`src/rtl/sprite_draw_scheduler.sv`:
```
`default_nettype none
// ============================================================================
// Module   : sprite_draw_scheduler
// Purpose  : Pops sprite jobs from a draw queue and issues them round-robin
//            to NUM_LANES render lanes, framing the work between a
//            frame_start pulse and a frame_done pulse.
// Options  : SPRITE_SCHED_STATS_EN builds the per-frame issue counter and
//            the sticky frame-overrun flag; otherwise both outputs read 0.
// Revision : 1.0  initial release
// ============================================================================
module sprite_draw_scheduler #(
  parameter int NUM_LANES = 2
) (
  input  logic                 clock,
  input  logic                 reset,
  input  logic                 frame_start,
  input  logic                 q_empty,
  output logic                 q_dequeue,
  input  logic [7:0]           q_sprite_id,
  input  logic [15:0]          q_sprite_x,
  input  logic [15:0]          q_sprite_y,
  input  logic [7:0]           q_sprite_scale,
  output logic [NUM_LANES-1:0] lane_start,
  input  logic [NUM_LANES-1:0] lane_done,
  output logic [7:0]           job_id,
  output logic [15:0]          job_x,
  output logic [15:0]          job_y,
  output logic [7:0]           job_scale,
  output logic [NUM_LANES-1:0] lane_busy,
  output logic                 frame_active,
  output logic                 frame_done,
  output logic [15:0]          sprites_issued,
  output logic                 frame_overrun
);

  localparam int PTR_W = (NUM_LANES > 1) ? $clog2(NUM_LANES) : 1;
  localparam logic [PTR_W-1:0] LAST_RESET = PTR_W'(NUM_LANES - 1);

  typedef enum logic [1:0] {
    S_IDLE  = 2'd0,
    S_SCAN  = 2'd1,
    S_ISSUE = 2'd2,
    S_DONE  = 2'd3
  } state_t;

  state_t           state;
  state_t           state_next;
  logic [PTR_W-1:0] last_lane;   // lane that received the most recent job
  logic [PTR_W-1:0] sel_lane;    // lane chosen in SCAN, pulsed in ISSUE
  logic [PTR_W-1:0] pick_lane;
  logic             pick_valid;
  logic [PTR_W:0]   cand;        // one extra bit so last+k cannot wrap

  // Round-robin search: first free lane after last_lane, wrapping once.
  always_comb begin
    pick_valid = 1'b0;
    pick_lane  = '0;
    cand       = '0;
    for (int k = 1; k <= NUM_LANES; k++) begin
      cand = {1'b0, last_lane} + (PTR_W + 1)'(k);
      if (cand >= (PTR_W + 1)'(NUM_LANES)) begin
        cand = cand - (PTR_W + 1)'(NUM_LANES);
      end
      if (!pick_valid && !lane_busy[cand[PTR_W-1:0]]) begin
        pick_valid = 1'b1;
        pick_lane  = cand[PTR_W-1:0];
      end
    end
  end

  // Next-state decode and the combinational handshake/pulse outputs.
  always_comb begin
    state_next = state;
    q_dequeue  = 1'b0;
    frame_done = 1'b0;
    lane_start = '0;
    case (state)
      S_IDLE: begin
        if (frame_start) begin
          state_next = S_SCAN;
        end
      end
      S_SCAN: begin
        // Eligibility uses the registered busy flags, so a lane_done seen
        // in this cycle only frees the lane for the next decision.
        if (!q_empty && pick_valid) begin
          q_dequeue  = 1'b1;
          state_next = S_ISSUE;
        end else if (q_empty && (lane_busy == '0)) begin
          state_next = S_DONE;
        end
      end
      S_ISSUE: begin
        lane_start[sel_lane] = 1'b1;
        state_next           = S_SCAN;
      end
      S_DONE: begin
        frame_done = 1'b1;
        state_next = S_IDLE;
      end
      default: begin
        state_next = S_IDLE;
      end
    endcase
  end

  // State register.
  always_ff @(posedge clock) begin
    if (reset) begin
      state <= S_IDLE;
    end else begin
      state <= state_next;
    end
  end

  // Lane busy tracking, frame window, job latch and round-robin pointer.
  always_ff @(posedge clock) begin
    if (reset) begin
      lane_busy    <= '0;
      frame_active <= 1'b0;
      job_id       <= '0;
      job_x        <= '0;
      job_y        <= '0;
      job_scale    <= '0;
      sel_lane     <= '0;
      last_lane    <= LAST_RESET;
    end else begin
      // A lane being issued is never busy, so its own done cannot collide.
      lane_busy <= (lane_busy & ~lane_done) | lane_start;
      if ((state == S_IDLE) && frame_start) begin
        frame_active <= 1'b1;
      end else if (state == S_DONE) begin
        frame_active <= 1'b0;
      end
      if (q_dequeue) begin
        job_id    <= q_sprite_id;
        job_x     <= q_sprite_x;
        job_y     <= q_sprite_y;
        job_scale <= q_sprite_scale;
        sel_lane  <= pick_lane;
      end
      if (state == S_ISSUE) begin
        last_lane <= sel_lane;
      end
    end
  end

`ifdef SPRITE_SCHED_STATS_EN
  logic [15:0] issued_count;
  logic        overrun_flag;

  // Per-frame issue counter (saturating) and sticky overrun flag.
  always_ff @(posedge clock) begin
    if (reset) begin
      issued_count <= '0;
      overrun_flag <= 1'b0;
    end else begin
      if ((state == S_IDLE) && frame_start) begin
        issued_count <= '0;
      end else if ((lane_start != '0) && (issued_count != 16'hFFFF)) begin
        issued_count <= issued_count + 16'd1;
      end
      if (frame_start && (state != S_IDLE)) begin
        overrun_flag <= 1'b1;
      end
    end
  end

  assign sprites_issued = issued_count;
  assign frame_overrun  = overrun_flag;
`else
  assign sprites_issued = 16'd0;
  assign frame_overrun  = 1'b0;
`endif

endmodule
`default_nettype wire

```
`config.mk`:
```
export PLATFORM = sky130hd
export DESIGN_NAME = sprite_draw_scheduler
export DESIGN_NICKNAME = d
export VERILOG_FILES = /design/src/rtl/sprite_draw_scheduler.sv
export SDC_FILE = /design/constraint.sdc
export NUM_CORES = 1
export LEC_CHECK = 0
export CELL_PAD_IN_SITES_DETAIL_PLACEMENT = 0
export CELL_PAD_IN_SITES_GLOBAL_PLACEMENT = 1
export CORE_UTILIZATION = 30
export DETAILED_ROUTE_END_ITERATION = 12
export PLACE_DENSITY_LB_ADDON = 0.08
export SYNTH_ARGS = -nofsm -noshare
export SYNTH_HDL_FRONTEND = slang
export SYNTH_SLANG_ARGS = --single-unit
```
`constraint.sdc`:
```
create_clock -name clock -period 1.5 [get_ports clock]
set_clock_uncertainty 0.1 [all_clocks]
set_input_delay 0.225 -clock clock [delete_from_list [all_inputs] [get_ports clock]]
set_output_delay 0.225 -clock clock [all_outputs]
set_load 0.02 [all_outputs]
```
Yosys cells after proc, flatten, opt, wreduce, memory -nomap -nowiden
Cells that the tools add are included.
{"block": "word_totals", "out_inout_bits": 72, "input_bits": 54, "regBits": 55}
{"block": "classes", "n_reduce_logical": 11, "order_cmp": 6, "n_bitwise": 3, "eq_ne": 5, "addsub": 4, "n_mux": 22}
{"cell": "$mux W1", "count": 16}
{"cell": "$mux W2", "count": 4}
{"cell": "$pmux W2 S4", "count": 1}
{"cell": "$lt A1 B2 Y1 const B", "count": 3}
{"cell": "$logic_and A1 B1 Y1", "count": 5}
{"cell": "$eq A2 B2 Y1 const B", "count": 2}
{"cell": "$ge A2 B2 Y1 const B", "count": 2}
{"cell": "$logic_not A2 Y1", "count": 2}
{"cell": "$ne A3 B3 Y1 const B", "count": 1}
{"cell": "$add A1 B1 Y2 const B", "count": 1}
{"cell": "$add A1 B2 Y2 const B", "count": 1}
{"cell": "$and A2 B2 Y2", "count": 1}
{"cell": "$eq A2 B1 Y1 const B", "count": 1}
{"cell": "$logic_not A1 Y1", "count": 2}
{"cell": "$ne A2 B2 Y1 const B", "count": 1}
{"cell": "$not A2 Y2", "count": 1}
{"cell": "$or A2 B2 Y2", "count": 1}
{"cell": "$reduce_and A2 Y1", "count": 1}
{"cell": "$reduce_bool A2 Y1", "count": 1}
{"cell": "$sub A1 B1 Y1 const B", "count": 2}
{"cell": "$demux W1 S1", "count": 1}
{"cell": "$ge A1 B1 Y1 const B", "count": 1}

Logic depth before layout (Yosys ltp)
{"block": "logic_depth", "ltp_word": 11, "mapped_depth": 5, "mapped_depth_nobuf": 3}

Worst setup path before layout
Ideal clock, no wire load.
{"block": "synth_path", "path_type": "register -> register", "startpoint": "reg lane_busy[0]", "endpoint": "reg job_id[0]", "t_arrival_ps": 1162, "period_less_slack_ps": 1333, "stages_incl_launch_ff": 6, "path_buffers": 2, "path_slack_ps": 167, "cell_sequence": "dfxtp_1 > a21oi_2 > nor2b_4 > buf_12 > buf_12 > mux2i_1"}
{"block": "synth_between", "elab_chain_len": 8, "word_cells_on_any_way": 11, "classes_between": "8 x mux; 3 x reduce/logical"}
{"item": "start, declared", "line_no": "29", "source": "output logic [NUM_LANES-1:0] lane_busy,"}
{"item": "start signal, assigned", "line_no": "129", "source": "lane_busy <= (lane_busy & ~lane_done) | lane_start;"}
{"item": "$mux W1 (not written as such) (2 in series)", "line_no": "64", "source": "if (!pick_valid && !lane_busy[cand[PTR_W-1:0]]) begin"}
{"item": "$logic_not A1 Y1", "line_no": "64"}
{"item": "$logic_and A1 B1 Y1", "line_no": "64"}
{"item": "$mux W1 (*)", "line_no": "64"}
{"item": "$logic_and A1 B1 Y1 (*)", "line_no": "86", "source": "if (!q_empty && pick_valid) begin"}
{"item": "$mux W1 (*)", "line_no": "86"}
{"item": "$mux W1 (*)", "line_no": "77", "source": "case (state)"}
{"item": "net q_dequeue", "line_no": "18", "source": "output logic q_dequeue,"}
{"item": "end signal, assigned", "line_no": "136", "source": "job_id <= q_sprite_id;"}
{"item": "end, declared", "line_no": "25", "source": "output logic [7:0] job_id,"}
The timed path passes the listed nets; every way through them passes the cells marked *. The select of a mux whose other input is x is not followed.
A chain may end at the register's enable or synchronous reset.

Final worst setup path
{"block": "layout_path", "startpoint": "reg state[1]", "endpoint": "out q_dequeue"}
{"block": "layout_between", "elab_chain_len": 2}
{"item": "start, declared", "line_no": "46", "source": "state_t state;"}
{"item": "start signal, assigned", "line_no": "112", "source": "state <= state_next;"}
{"item": "$eq A2 B1 Y1", "line_no": "77"}
{"item": "$mux W1", "line_no": "77"}
{"item": "end, declared", "line_no": "18"}
No other way between the ends.

==> qor.tcl <==
set qor(status) {completed}
set qor(final_hold_viol_count) 0
set qor(post-route-cell-area_um2) 3960
set qor(drt_drc_violations_left) 0
set qor(syn2layout_area_growth_pct) 49.43
set qor(cts_tree) {built}
set qor(post_drt_wl_per_cell_um) 12.41
set qor(drive_gt1_frac) 0.1079
set qor(antenna_found_initial) 0
set qor(synth_area_um2) 2650
set qor(ant_nets) 0
set qor(combPwrFrac) 0.206
set qor(tns_ps) 0
set qor(final-instance-count-excl-fill) 485
set qor(min_period_ps) 1476
set qor(vias_per_cell) 4.165
set qor(area.sequential_um2) 1104
set qor(row_cnt) 33
set qor(setup.worst_path.end_class) {output port}
set qor(timing.max_cap.violations) 0
set qor(synth_top_cells_by_area) {dfxtp_1 (42%), nand2b_1 (23%), mux2i_1 (19%)}
set qor(ios) 126
set qor(fp.coreArea_um2) 8382
set qor(number_of_global_route_vias_before_repair) 1963
set qor(gp_congestion) 0.6961
set qor(min_delay_worst_endpoint) {lane_busy[1]}
set qor(die_width_um) 95.99
set qor(globalRouteTotalUtil) 0.1289
set qor(worstPathCellList) {buf_6 > nand2b_4 > nor2b_4 > buf_6}
set qor(worst_slack_ps) 23.93
set qor(numPlacedInstances) 474
set qor(worst-endpoint-arrival_ps) 1150
set qor(max_clock_buf_depth) 2
set qor(dp_hpwl_mm) 4.036
set qor(clk_root_buffer_cell) {clkbuf_8}
set qor(detailroute.via_count) 2020
set qor(setup.worst_path.start_class) {flip-flop}
set qor(hold_path_depth) 2
set qor(layout_worst_path_cycle_share) 0.9840
set qor(drt_iter0_markers) 50
set qor(cellLeakagePower_nw) 1.724
set qor(layout.nets) 433
set qor(cts_max_level) 2
set qor(synth_seq_cells) 55
set qor(floorplan.die.height_um) 95.99
set qor(critical_path.most_common_cell) {buf_6}
set qor(r2r_slack_ps) 50
set qor(worst-endpoint-required_ps) 1170
set qor(detail_route.wirelength_mm) 6.020
set qor(drt_pass1_iterations) 4
set qor(die_area_um2) 9213
set qor(clk_pin_slew_worst_paths_ps) 90
set qor(hold_path.startpoint) {reset}
set qor(hold_class) {in2reg}
set qor(global_route.overflow_total) 0
set qor(yosys.area.top_type) {dfxtp_1}
set qor(final_max_slew_viol_count) 0
set qor(whs_ps) 168.2
set qor(critPathMaxFanout) 4
set qor(power.sequential.fraction) 0.479
set qor(final_core_utilization) 0.4725
set qor(critPathKind) {reg2out}
set qor(dpl_worst_slack_ps) -386.3
set qor(largest_net_degree_at_the_start_of_global_routing) 49
set qor(multi_input_comb_area_um2) 1308
set qor(synth_seq_area_share) 0.4155
set qor(cts_made_buffers) 5
set qor(p_int_mw) 2.435
set qor(power_frac_clock) 0.315
set qor(worstReg2RegEnd) {job_y[8]}
set qor(rsz0062_at_grt) {true}
set qor(timing_limited_maximum_frequency_mhz) 677.5
set qor(yosys_warnings) 0
set qor(power_mw) 3.249
set qor(port_buffers) 108
set qor(rr_startpoint) {state[1]}
set qor(synth.lib_cells_used.distinct) 24
set qor(critical_path.max_stage_delay_ps) 340
set qor(setup-violations-final) 0
set qor(switchingPower_uw) 813.7
set qor(start_util) 0.3162
set qor(switching_share_of_total_power) 0.2504
set qor(clkSinkCount) 55
set qor(cpMaxStageDelayCell) {dfxtp_2}
set qor(avgSynthCellArea_um2) 10.19
set qor(timing.reg2reg.worst_path_depth) 6
set qor(vdd_drop_max_mv) 0.3651
set qor(fill_cells) 854
set qor(area_share_of_the_largest_cell_type_after_synthesis) 0.4155
set qor(powerDensity_nw_per_um2) 820.5
set qor(place_area_um2) 3807
set qor(syn-instance-count) 260
set qor(clock_latency_ps) 300
set qor(grt_pass1_wl_mm) 9.135
set qor(antennaDiodeCount) 0
## state kept, by name, summed over array words and instances, names as in the netlist
name,count
job_x,16
job_y,16
job_id,8
job_scale,8
lane_busy,2
state,2
frame_active,1
last_lane,1
sel_lane,1
## power by group through the flow
| stage | Sequential, mW | Combinational (mW) | Clock, mW |
|---|---|---|---|
| final | 1.56 | 0.669 | 1.02 |
| after global placement | 1.59 | 0.675 | 0 |
| after detailed placement | 1.59 | 0.676 | 0 |
| after floorplan | 1.66 | 0.328 | 0 |
| after global routing | 1.57 | 0.722 | 1.13 |
| after CTS | 1.56 | 0.654 | 1.08 |
## cell usage in the layout, fill, tap and decap left out, types with 3 or more instances in the layout
cell	count
buf_12	3
buf_2	3
buf_4	14
buf_6	3
clkbuf_8	6
clkdlybuf4s50_1	52
conb_1	17
dfxtp_1	53
dlygate4sd2_1	49
inv_1	3
mux2i_1	49
nand2b_1	97
nor2_1	6
## worst max path at each step
stage	endpoint	from	slack [ps]
after CTS	q_dequeue	state[1]	-210
after global placement	q_dequeue	q_empty	-370
after detailed placement	q_dequeue	q_empty	-390
after global routing	lane_start[0]	state[1]	-30
after floorplan	job_id[0]	lane_busy[0]	170
final	q_dequeue	state[1]	20
## synthesized netlist by cell type (all sizes together)
master,count
mux2i,49
clkbuf,10
nor2b,2
dfxtp,55
conb,1
a22oi,1
o22ai,1
nand2b,98
or2b,1
nor2,6
o22a,1
inv,3
a211o,2
maj3,1
nor3,1
buf,24
and3b,1
a21oi,2
nand2,1
## cell families after synthesis
logic type      Yosys count  synth area share
compound gates            7           0.02031
fa+ha+maj                 1          0.003777
buf+inv                  37            0.1138
flops                    55            0.4155
mux                      49            0.1851
other cells               1          0.001415
simple gates            110            0.2601
## routing by layer
metal | GRT usage | vias to the layer above | part of all wire
met2 | 0.2110 | 71 | 0.45
met5 | 0 | - | 0
met3 | 0.04028 | 7 | 0.077
li1 | - | 1034 | -
met4 | 0.04478 | 0 | 0.011
met1 | 0.1591 | 908 | 0.46
## critical path: cells and delay by family, from the launching register on
kind / cells / cell delay, ps
flip-flops: 1 / 340
AND/OR/NAND/NOR: 2 / 270
buffers and inverters: 2 / 250
## final cells by class
type,instances,area share
well taps,105,0.03318
multi-input cells,184,0.3302
clock buffers,6,0.02085
inverters,3,0.002844
clock inverters,2,0.008847
repair buffers,130,0.3254
flip-flops and latches,55,0.2787
## what timing repair did
action / CTS / global route
gates cloned: 1 / 2
resized for setup: 68 / 13
setup buffers: 0 / 0
hold buffers: 0 / 0
setup endpoints to repair: 92 / 48
Power figures use the tool's default switching activity.
